<file path="src/rtl/camera_wr_synchro.sv">
// camera_wr_synchro: write-side frame synchroniser, camera byte stream -> SDRAM write FIFO.
// Ports:
//   clk, rst_n          camera pixel clock, asynchronous active-low reset
//   cam_vsync/href/data camera timing and byte stream (high byte first)
//   one_flag/two_flag   one-cycle game-state requests (two_flag wins)
//   sdram_rst_n         one-cycle active-low FIFO/address reset on game-state change
//   sdram_wren/wdata    one write strobe per packed RGB565 pixel
//   frame_done/err      end-of-frame status pulses
module camera_wr_synchro #(
    parameter int SKIP_FRAMES = 10,
    parameter int H_PIXELS    = 640,
    parameter int V_LINES     = 480
) (
    input  logic        clk,
    input  logic        rst_n,
    input  logic        cam_vsync,
    input  logic        cam_href,
    input  logic [7:0]  cam_data,
    input  logic        one_flag,
    input  logic        two_flag,
    output logic        sdram_rst_n,
    output logic        sdram_wren,
    output logic [15:0] sdram_wdata,
    output logic        frame_done,
    output logic        frame_err
);
    typedef enum logic [1:0] {SKIP, ARM, ACTIVE} state_t;
    state_t      state, state_nxt;
    logic        vs_r1, vs_r2, href_r1, href_r2;
    logic [7:0]  data_r1, hi_byte;
    logic        tog, line_err, one_state, two_state;
    logic [10:0] pix_cnt, line_cnt;
    logic [15:0] skip_cnt;
    logic        vs_fall, vs_rise, href_rise, href_fall;
    logic        change, active, pack, wr_go, frame_ok;

    always_comb begin
        vs_fall   = ~vs_r1 & vs_r2;
        vs_rise   = vs_r1 & ~vs_r2;
        href_rise = href_r1 & ~href_r2;
        href_fall = ~href_r1 & href_r2;
        // two_flag has priority when both requests arrive together
        change    = two_flag ? ~two_state : (one_flag & ~one_state);
        active    = state == ACTIVE;
        // href while vsync is high is blanking garbage, never packed
        pack      = active & href_r1 & ~vs_r1;
        wr_go     = pack & tog;
        frame_ok  = (line_cnt == 11'(V_LINES)) & ~line_err;
        state_nxt = state;
        case (state)
            SKIP:    state_nxt = (vs_rise && skip_cnt == 16'(SKIP_FRAMES - 1)) ? ARM : SKIP;
            ARM:     state_nxt = vs_fall ? ACTIVE : ARM;
            ACTIVE:  state_nxt = (change | vs_rise) ? ARM : ACTIVE;
            default: state_nxt = SKIP;
        endcase
    end

    always_ff @(posedge clk or negedge rst_n)
        if (!rst_n) state <= SKIP;
        else        state <= state_nxt;

    always_ff @(posedge clk or negedge rst_n) begin
        if (!rst_n) begin
            vs_r1   <= 1'b0;
            vs_r2   <= 1'b0;
            href_r1 <= 1'b0;
            href_r2 <= 1'b0;
            data_r1 <= 8'd0;
        end else begin
            vs_r1   <= cam_vsync;
            vs_r2   <= vs_r1;
            href_r1 <= cam_href;
            href_r2 <= href_r1;
            data_r1 <= cam_data;
        end
    end

    always_ff @(posedge clk or negedge rst_n) begin
        if (!rst_n) begin
            one_state   <= 1'b1;
            two_state   <= 1'b0;
            sdram_rst_n <= 1'b1;
        end else begin
            sdram_rst_n <= ~change;
            if (two_flag) begin
                two_state <= 1'b1;
                one_state <= 1'b0;
            end else if (one_flag) begin
                one_state <= 1'b1;
                two_state <= 1'b0;
            end
        end
    end

    // settling frames are counted only while in SKIP, so a reset restarts the count
    always_ff @(posedge clk or negedge rst_n)
        if (!rst_n)              skip_cnt <= 16'd0;
        else if (state != SKIP)  skip_cnt <= 16'd0;
        else if (vs_rise)        skip_cnt <= skip_cnt + 16'd1;

    always_ff @(posedge clk or negedge rst_n) begin
        if (!rst_n) begin
            tog         <= 1'b0;
            hi_byte     <= 8'd0;
            sdram_wren  <= 1'b0;
            sdram_wdata <= 16'd0;
            frame_done  <= 1'b0;
            frame_err   <= 1'b0;
            pix_cnt     <= 11'd0;
            line_cnt    <= 11'd0;
            line_err    <= 1'b0;
        end else begin
            sdram_wren <= wr_go;
            tog        <= pack ? ~tog : 1'b0;
            if (pack && !tog) hi_byte <= data_r1;
            if (wr_go) sdram_wdata <= {hi_byte, data_r1};
            // an aborted frame reports nothing; a vs_fall seen in ACTIVE means sync was lost
            frame_done <= active & ~change & vs_rise & frame_ok;
            frame_err  <= active & ~change & ((vs_rise & ~frame_ok) | vs_fall);
            if (vs_fall) begin
                pix_cnt  <= 11'd0;
                line_cnt <= 11'd0;
                line_err <= 1'b0;
            end else if (active) begin
                if (href_rise)                      pix_cnt <= 11'd0;
                else if (wr_go && pix_cnt != 11'h7FF) pix_cnt <= pix_cnt + 11'd1;
                if (href_fall) begin
                    if (line_cnt != 11'h7FF) line_cnt <= line_cnt + 11'd1;
                    // a set toggle here means an odd trailing byte that is silently dropped
                    if (pix_cnt != 11'(H_PIXELS) || tog) line_err <= 1'b1;
                end
            end
        end
    end
endmodule

</file>
<file path="config.mk">
export PLATFORM = sky130hd
export DESIGN_NAME = camera_wr_synchro
export DESIGN_NICKNAME = d
export VERILOG_FILES = /design/src/rtl/camera_wr_synchro.sv
export SDC_FILE = /design/constraint.sdc
export NUM_CORES = 1
export LEC_CHECK = 0
export ABC_CLOCK_PERIOD_IN_PS = 1910
export CORE_ASPECT_RATIO = 1.4
export CORE_UTILIZATION = 51
export DETAILED_ROUTE_END_ITERATION = 7
export PLACE_DENSITY = 0.81
export SLEW_MARGIN = 40
export SYNTH_ARGS = -nofsm -noshare
export SYNTH_HDL_FRONTEND = slang
export SYNTH_SLANG_ARGS = --single-unit
</file>
<file path="constraint.sdc">
create_clock -name clk -period 1.91 [get_ports clk]
set_input_delay 0.191 -clock clk [delete_from_list [all_inputs] [get_ports clk]]
set_output_delay 0.191 -clock clk [all_outputs]
set_load 0.005 [all_outputs]
</file>
==> results of run 1 <==
cells in the mapped netlist, drive strengths merged (3+ instances only):
| cell | n | share of area |
|---|---|---|
| and3 | 8 | 0.013 |
| ha | 6 | 0.020 |
| inv | 12 | 0.012 |
| or3 | 6 | 0.012 |
| nand2 | 13 | 0.013 |
| a31oi | 9 | 0.015 |
| nor2b | 4 | 0.0066 |
| nor2 | 29 | 0.029 |
| nand2b | 10 | 0.016 |
| nor4b | 3 | 0.0069 |
| mux2i | 3 | 0.0079 |
| dfrtp | 82 | 0.54 |
| mux2 | 24 | 0.071 |
| o311ai | 3 | 0.0069 |
| a41oi | 7 | 0.016 |
| and4 | 4 | 0.0092 |
| clkbuf | 4 | 0.0040 |
| buf | 6 | 0.0079 |
| nor3 | 9 | 0.013 |
| xnor2 | 11 | 0.025 |
| o2bb2ai | 4 | 0.0092 |
| xor2 | 5 | 0.012 |
| a21oi | 8 | 0.011 |
| o21ai | 6 | 0.0079 |
| nor4 | 6 | 0.0099 |
| nor4bb | 3 | 0.0079 |
| nand4 | 9 | 0.019 |
| nand3 | 13 | 0.017 |
worst min-delay path by stage:
stage | start | endpoint | slack, ns | cells after the start
finish | cam_href | href_r1 | 0.26 | 1
global route | cam_data[4] | data_r1[4] | 0.24 | 1
CTS | cam_href | href_r1 | 0.25 | 1
detailed placement | rst_n | skip_cnt[2] | 0.13 | 1
global placement | rst_n | skip_cnt[2] | 0.12 | 1
floorplan | rst_n | data_r1[0] | -0.10 | 0
repair_timing:
item / 4_1_cts / 5_1_grt
hold endpoints to repair: 22 / 0
buffers inserted: 0 / 0
hold buffers: 1 / 0
state kept, by name, indices dropped and copies added (netlist names), 2 cells and up:
name	cells
hi_byte	8
state	2
line_cnt	11
data_r1	8
pix_cnt	11
sdram_wdata	16
skip_cnt	16
logic make-up after synthesis:
family                   share of synthesized area
AO/OA/AOI/OAI                               0.0933
XOR/XNOR                                    0.0369
adder cells (fa/ha/maj)                     0.0198
buffers and inverters                       0.0237
flip-flops                                   0.555
multiplexers                                0.0791
AND/OR/NAND/NOR                              0.193
through the flow:
step	util	power (mW)	std cells
global route	0.639	3.98	481
floorplan	-	2.42	332
global placement	0.613	2.63	465
CTS	0.639	3.80	481
detailed placement	0.613	2.67	465
finish	0.639	3.76	481
power by group through the flow:
stage               Sequential (mW)  Clock, mW  Combinational, mW
floorplan                      2.07          0              0.353
global placement               2.08          0              0.549
detailed placement             2.10          0              0.566
CTS                            2.06       1.16              0.572
global route                   2.09       1.24              0.643
finish                         2.06       1.13              0.564
worst max-delay path, delay by kind of cell, from the launching register on:
kind                     cells  cell delay [ns]
AND/OR/NAND/NOR              3             0.94
adder cells (fa/ha/maj)      1             0.21
flip-flops                   1             0.44
AO/OA/AOI/OAI                1             0.14
metal layers:
metal,share of wire,track usage,up-vias,wire length [um]
li1,-,-,1314,-
met1,0.41,0.264,1391,3040
met2,0.52,0.358,59,3850
met3,0.035,0.0533,16,257
met4,0.028,0.108,0,203
met5,0,0,-,0
final cells by class:
type	instances	area, um2	share of cell area
repair buffers	49	475	0.105
flip-flops and latches	84	2100	0.466
clock inverters	6	47.5	0.0105
multi-input cells	226	1600	0.354
well taps	95	119	0.0263
inverters	12	45.0	0.00998
clock buffers	9	124	0.0274
==> impl_metrics.csv, run 1 <==
group,metric,value,unit
setup_path,path_cells,"ha_1 > nand3_1 > or3_2 > or3_1 > a21oi_1",
pwr,power.clock.fraction,0.301,
synth,yosysSeqAreaShare,0.555,
setup_path,cp-start-kind,"flop",
synth,post_synth_instance_area,0.00379,mm2
die,core,0.00707,mm2
detailed_routing,drtIter0Drc,159,
grt,gr-total-overflow,0,
timing,timing.final.max_slew_violations,0,
setup_path,setup.reg_to_reg.worst_slack,0.12,ns
synth,synth-warning-count,0,
setup_path,worst_setup_path_end_kind,"flop",
synth,post_synth_net_total,352,
setup_path,cpPeakStageDelay,0.46,ns
clock_tree,tritoncts,"done",
timing,worst_clock_skew,0.00883,ns
synth,synthArstFlopShare,1.00,
die,floorplan.die.height,104,um
place,gpl.final_weighted_congestion,0.866,
clock_tree,cts.reportedPaths.clkPinSlew,0.09,ns
timing,setup_tns,0,ns
flow_run,cap_viol_max_count,0,
timing,grt_setup_unrepaired,"false",
setup_path,critical_path_peak_fanout,5,
pwr,seq_power_share,0.549,
pwr,p_per_area,832,mW/mm2
cells_and_area,nFillCells,575,
detailed_routing,post_detailed_routing_wire_length,7.35,mm
setup_path,regToRegStartpoint,"skip_cnt[0]",
clock_tree,insertion_delay,0.36,ns
timing,worst_setup_slack_after_layout,0.125,ns
cells_and_area,post_route_cells_drive_above_1_share,0.163,
die,design.die.area,0.00779,mm2
pwr,power.share.switching,0.280,
die,pin_count,34,
clock_tree,cts_bufs_inserted,9,
detailed_routing,drt-wirelength-per-cell,15.3,um
detailed_routing,drt-vias-per-instance,5.78,
timing,setup_viol,0,
cells_and_area,mostFrequentLayoutCell,"sky130_fd_sc_hd__dfrtp_1",
synth,netlist_instances,332,
min_path,hold_path_class,"in -> reg",
clock_tree,post_cts.resized_instances,0,
cells_and_area,syn_to_final_growth,19.0,%
detailed_routing,postRouteAntennaNets,0,
grt,largest_net_degree_at_the_start_of_global_routing,44,
setup_path,timing.reg2reg.worst_path_depth,5,
place,place_hpwl,5.25,mm
setup_path,critPathKind,"reg -> reg",
pwr,combinationalPowerShare,0.150,
cells_and_area,mostFrequentLayoutCells,"sky130_fd_sc_hd__dfrtp_1 (82), sky130_fd_sc_hd__clkdlybuf4s50_1 (32), sky130_fd_sc_hd__nor2_1 (29), sky130_fd_sc_hd__mux2_2 (24), sky130_fd_sc_hd__buf_4 (14)",
clock_tree,cts-root-buf,"sky130_fd_sc_hd__clkbuf_8",
synth,netlist-cell-type-count,51,
grt,vias_in_the_first_global_route,2891,
synth,synth_ff_type,"sky130_fd_sc_hd__dfrtp_1",
setup_path,timing.critical_path.required,2.20,ns
place,postPlaceCellArea,0.00433,mm2
synth,synth_enable_flop_cells,0,
timing,achievable-frequency,560,MHz
setup_path,slowest_stage_cell_on_the_critical_path,"sky130_fd_sc_hd__or3_2",
timing,hold_vio_cnt_final,0,
detailed_routing,vias,2780,
cells_and_area,stdcell_area,0.00452,mm2
timing,tightest_slew,0.486,ns
setup_path,critPathArrivalTime,2.08,ns
setup_path,worstSetupStartpoint,"skip_cnt[0]",
setup_path,critical_register_to_register_path_endpoint,"skip_cnt[14]",
timing,finalHoldWorstSlack,0.264,ns
clock_tree,cts.htree.levels,3,
cells_and_area,n_antenna_cell,0,
grt,grt_usage,0.219,
grt,grt_pass1_wl,13.0,mm
pwr,internal_power,2.70,mW
clock_tree,cts_sinks,84,
timing,timing.slew.headroom,0.675,
place,buffer_ports.inserted,33,
pwr,p_leak,2.01,nW
die,die_width,74.9,um
die,site_row_count,36,
timing,layout_min_cycle_time,1.79,ns
place,post-place-ws,0.147,ns
run_status,status,"finished, final reports clean",
grt,antenna_found_initial,0,
pwr,ir_worst_vdd,636,uV
synth,flip_flop_and_latch_count_after_synthesis,84,
clock_tree,cts_buffer_depth,2,
detailed_routing,drcViolationCount,0,
pwr,p_sw,1.05,mW
die,effective_utilization_at_floorplan,0.537,
setup_path,critPathCapture,"skip_cnt[14]",
cells_and_area,fin_nets,402,
timing,share_of_the_clock_period_used_by_the_worst_path,0.935,
detailed_routing,detail_route.first_pass.iterations,4,
synth,post_synth.cell_area_avg,11.4,um2
(Power assumes the default switching activity.)
==> run 2: changes to the inputs <==
--- a/config.mk
+++ b/config.mk
@@ -8,8 +8,10 @@
 export ABC_CLOCK_PERIOD_IN_PS = 1910
 export CORE_ASPECT_RATIO = 1.4
 export CORE_UTILIZATION = 51
+export CTS_BUF_LIST = sky130_fd_sc_hd__clkbuf_8
 export DETAILED_ROUTE_END_ITERATION = 7
 export PLACE_DENSITY = 0.81
+export SKIP_LAST_GASP = 1
 export SLEW_MARGIN = 40
 export SYNTH_ARGS = -nofsm -noshare
 export SYNTH_HDL_FRONTEND = slang
==> constraint.sdc (replaced) <==
create_clock -name clk -period 1.91 [get_ports clk]
set_input_delay 0.2865 -clock clk [delete_from_list [all_inputs] [get_ports clk]]
set_output_delay 0.2865 -clock clk [all_outputs]
set_load 0.005 [all_outputs]
==> impl_metrics.csv, run 2 (same netlist as run 1, synthesis figures left out) <==
group,metric,value,unit
run_status,status,"finished, final reports clean",
detailed_routing,detail_route.first_pass.iterations,4,
pwr,ir_worst_vdd,771,uV
grt,grt_pass1_wl,12.8,mm
detailed_routing,postRouteAntennaNets,0,
setup_path,critical-path-top-delay-family,"simple AND/OR/NAND/NOR gates",
detailed_routing,drt-vias-per-instance,5.71,
clock_tree,post_cts.resized_instances,0,
clock_tree,cts_bufs_inserted,9,
pwr,p_leak,2.03,nW
detailed_routing,drtIter0Drc,180,
min_path,hold_path_class,"in -> async",
grt,gr-total-overflow,0,
timing,worst_clock_skew,0.00720,ns
pwr,post-layout-total-power,3.86,mW
cells_and_area,nFillCells,556,
cells_and_area,finalNonFillerCells,482,
grt,antenna_found_initial,0,
setup_path,timing.critical_path.required,2.21,ns
die,design.die.area,0.00779,mm2
timing,share_of_the_clock_period_used_by_the_worst_path,0.924,
grt,grt_usage,0.216,
die,floorplan.die.height,104,um
timing,timing.final.max_slew_violations,0,
grt,largest_net_degree_at_the_start_of_global_routing,40,
setup_path,path_cells,"ha_1 > nand3_1 > or3_2 > or3_1 > a21oi_1",
cells_and_area,post_route_cells_drive_above_1_share,0.165,
timing,achievable-frequency,567,MHz
clock_tree,cts-root-buf,"sky130_fd_sc_hd__clkbuf_8",
clock_tree,tritoncts,"done",
timing,layout_min_cycle_time,1.76,ns
cells_and_area,fin_nets,402,
timing,hold_vio_cnt_final,0,
setup_path,slowest_stage_cell_on_the_critical_path,"sky130_fd_sc_hd__or3_2",
timing,tightest_slew,0.496,ns
setup_path,cpPeakStageDelay,0.45,ns
clock_tree,cts_sinks,84,
clock_tree,cts_hold_repair.buffers,1,
timing,setup_viol,0,
setup_path,cp-start-kind,"flop",
setup_path,critPathArrivalTime,2.06,ns
timing,setup_tns,0,ns
detailed_routing,drcViolationCount,0,
cells_and_area,syn_to_final_growth,19.7,%
grt,vias_in_the_first_global_route,2823,
clock_tree,insertion_delay,0.37,ns
setup_path,worst_setup_path_end_kind,"flop",
clock_tree,post-cts-setup-buffer-count,0,
place,post-place-ws,0.168,ns
timing,timing.slew.headroom,0.668,
place,buffer_ports.inserted,33,
detailed_routing,post_detailed_routing_wire_length,7.38,mm
die,core,0.00707,mm2
place,gpl.final_weighted_congestion,0.865,
cells_and_area,mostFrequentLayoutCell,"sky130_fd_sc_hd__dfrtp_1",
cells_and_area,share_of_the_core_filled_with_cells_in_the_final_layout,0.642,
flow_run,cap_viol_max_count,0,
place,place_hpwl,5.26,mm
cells_and_area,mostFrequentLayoutCells,"sky130_fd_sc_hd__dfrtp_1 (82), sky130_fd_sc_hd__clkdlybuf4s50_1 (32), sky130_fd_sc_hd__nor2_1 (29), sky130_fd_sc_hd__mux2_2 (24), sky130_fd_sc_hd__buf_4 (14)",
setup_path,critical_path.n_buffers_inverters,0,
setup_path,critical_path_peak_fanout,5,
cells_and_area,reg_top3,"sdram_wdata (16), skip_cnt (16)",
die,pin_count,34,
cells_and_area,stdcell_area,0.00454,mm2
timing,grt_setup_unrepaired,"false",
place,place_inst,465,
setup_path,critPathKind,"reg -> reg",
die,site_row_count,36,
pwr,p_per_area,850,mW/mm2
clock_tree,cts.reportedPaths.clkPinSlew,0.09,ns
detailed_routing,drt-wirelength-per-cell,15.3,um
die,effective_utilization_at_floorplan,0.537,
place,postPlaceCellArea,0.00433,mm2
cells_and_area,n_antenna_cell,0,
clock_tree,cts.htree.levels,3,
timing,worst_setup_slack_after_layout,0.146,ns
timing,finalHoldWorstSlack,0.336,ns
clock_tree,cts_buffer_depth,2,
die,die_width,74.9,um
detailed_routing,vias,2752,
## run 2: worst paths after layout
path / start / depth (start not counted) / endpoint / slack (ns)
min in group clk: cam_data[2] / 1 / data_r1[2] / 0.35
min reg2reg: href_r1 / 0 / href_r2 / 0.47
max reg2reg: skip_cnt[0] / 5 / skip_cnt[14] / 0.15
min: rst_n / 2 / skip_cnt[4] / 0.34
max: skip_cnt[0] / 5 / skip_cnt[14] / 0.15
max in group asynchronous: rst_n / 3 / hi_byte[2] / 0.96
## run 2: worst reg2reg max path, stage by stage (launching register included)
cell                      delay [ns]
sky130_fd_sc_hd__dfrtp_1        0.44
sky130_fd_sc_hd__ha_1           0.22
sky130_fd_sc_hd__nand3_1        0.15
sky130_fd_sc_hd__or3_2          0.45
sky130_fd_sc_hd__or3_1          0.31
sky130_fd_sc_hd__a21oi_1        0.14
## run 2: cell type report
cell class / count / area (um2) / share of cell area
well taps: 95 / 119 / 0.0262
flip-flops and latches: 84 / 2100 / 0.463
clock inverters: 7 / 73.8 / 0.0163
inverters: 12 / 45.0 / 0.00992
multi-input cells: 226 / 1600 / 0.352
repair buffers: 49 / 475 / 0.105
clock buffers: 9 / 124 / 0.0273
## run 2: report_power, final
group          internal, mW  total [mW]  switching, mW  leakage (nW)
Sequential             1.94        2.06          0.117          1.12
Clock                 0.524        1.26          0.737         0.104
Combinational         0.265       0.539          0.274         0.802
## run 2: metal layers
layer | GRT usage | share of wire | wire [um] | vias up
li1 | - | - | - | 1320
met1 | 0.259 | 0.43 | 3140 | 1374
met2 | 0.351 | 0.52 | 3850 | 41
met3 | 0.0455 | 0.027 | 198 | 17
met4 | 0.117 | 0.025 | 186 | 0
met5 | 0 | 0 | 0 | -
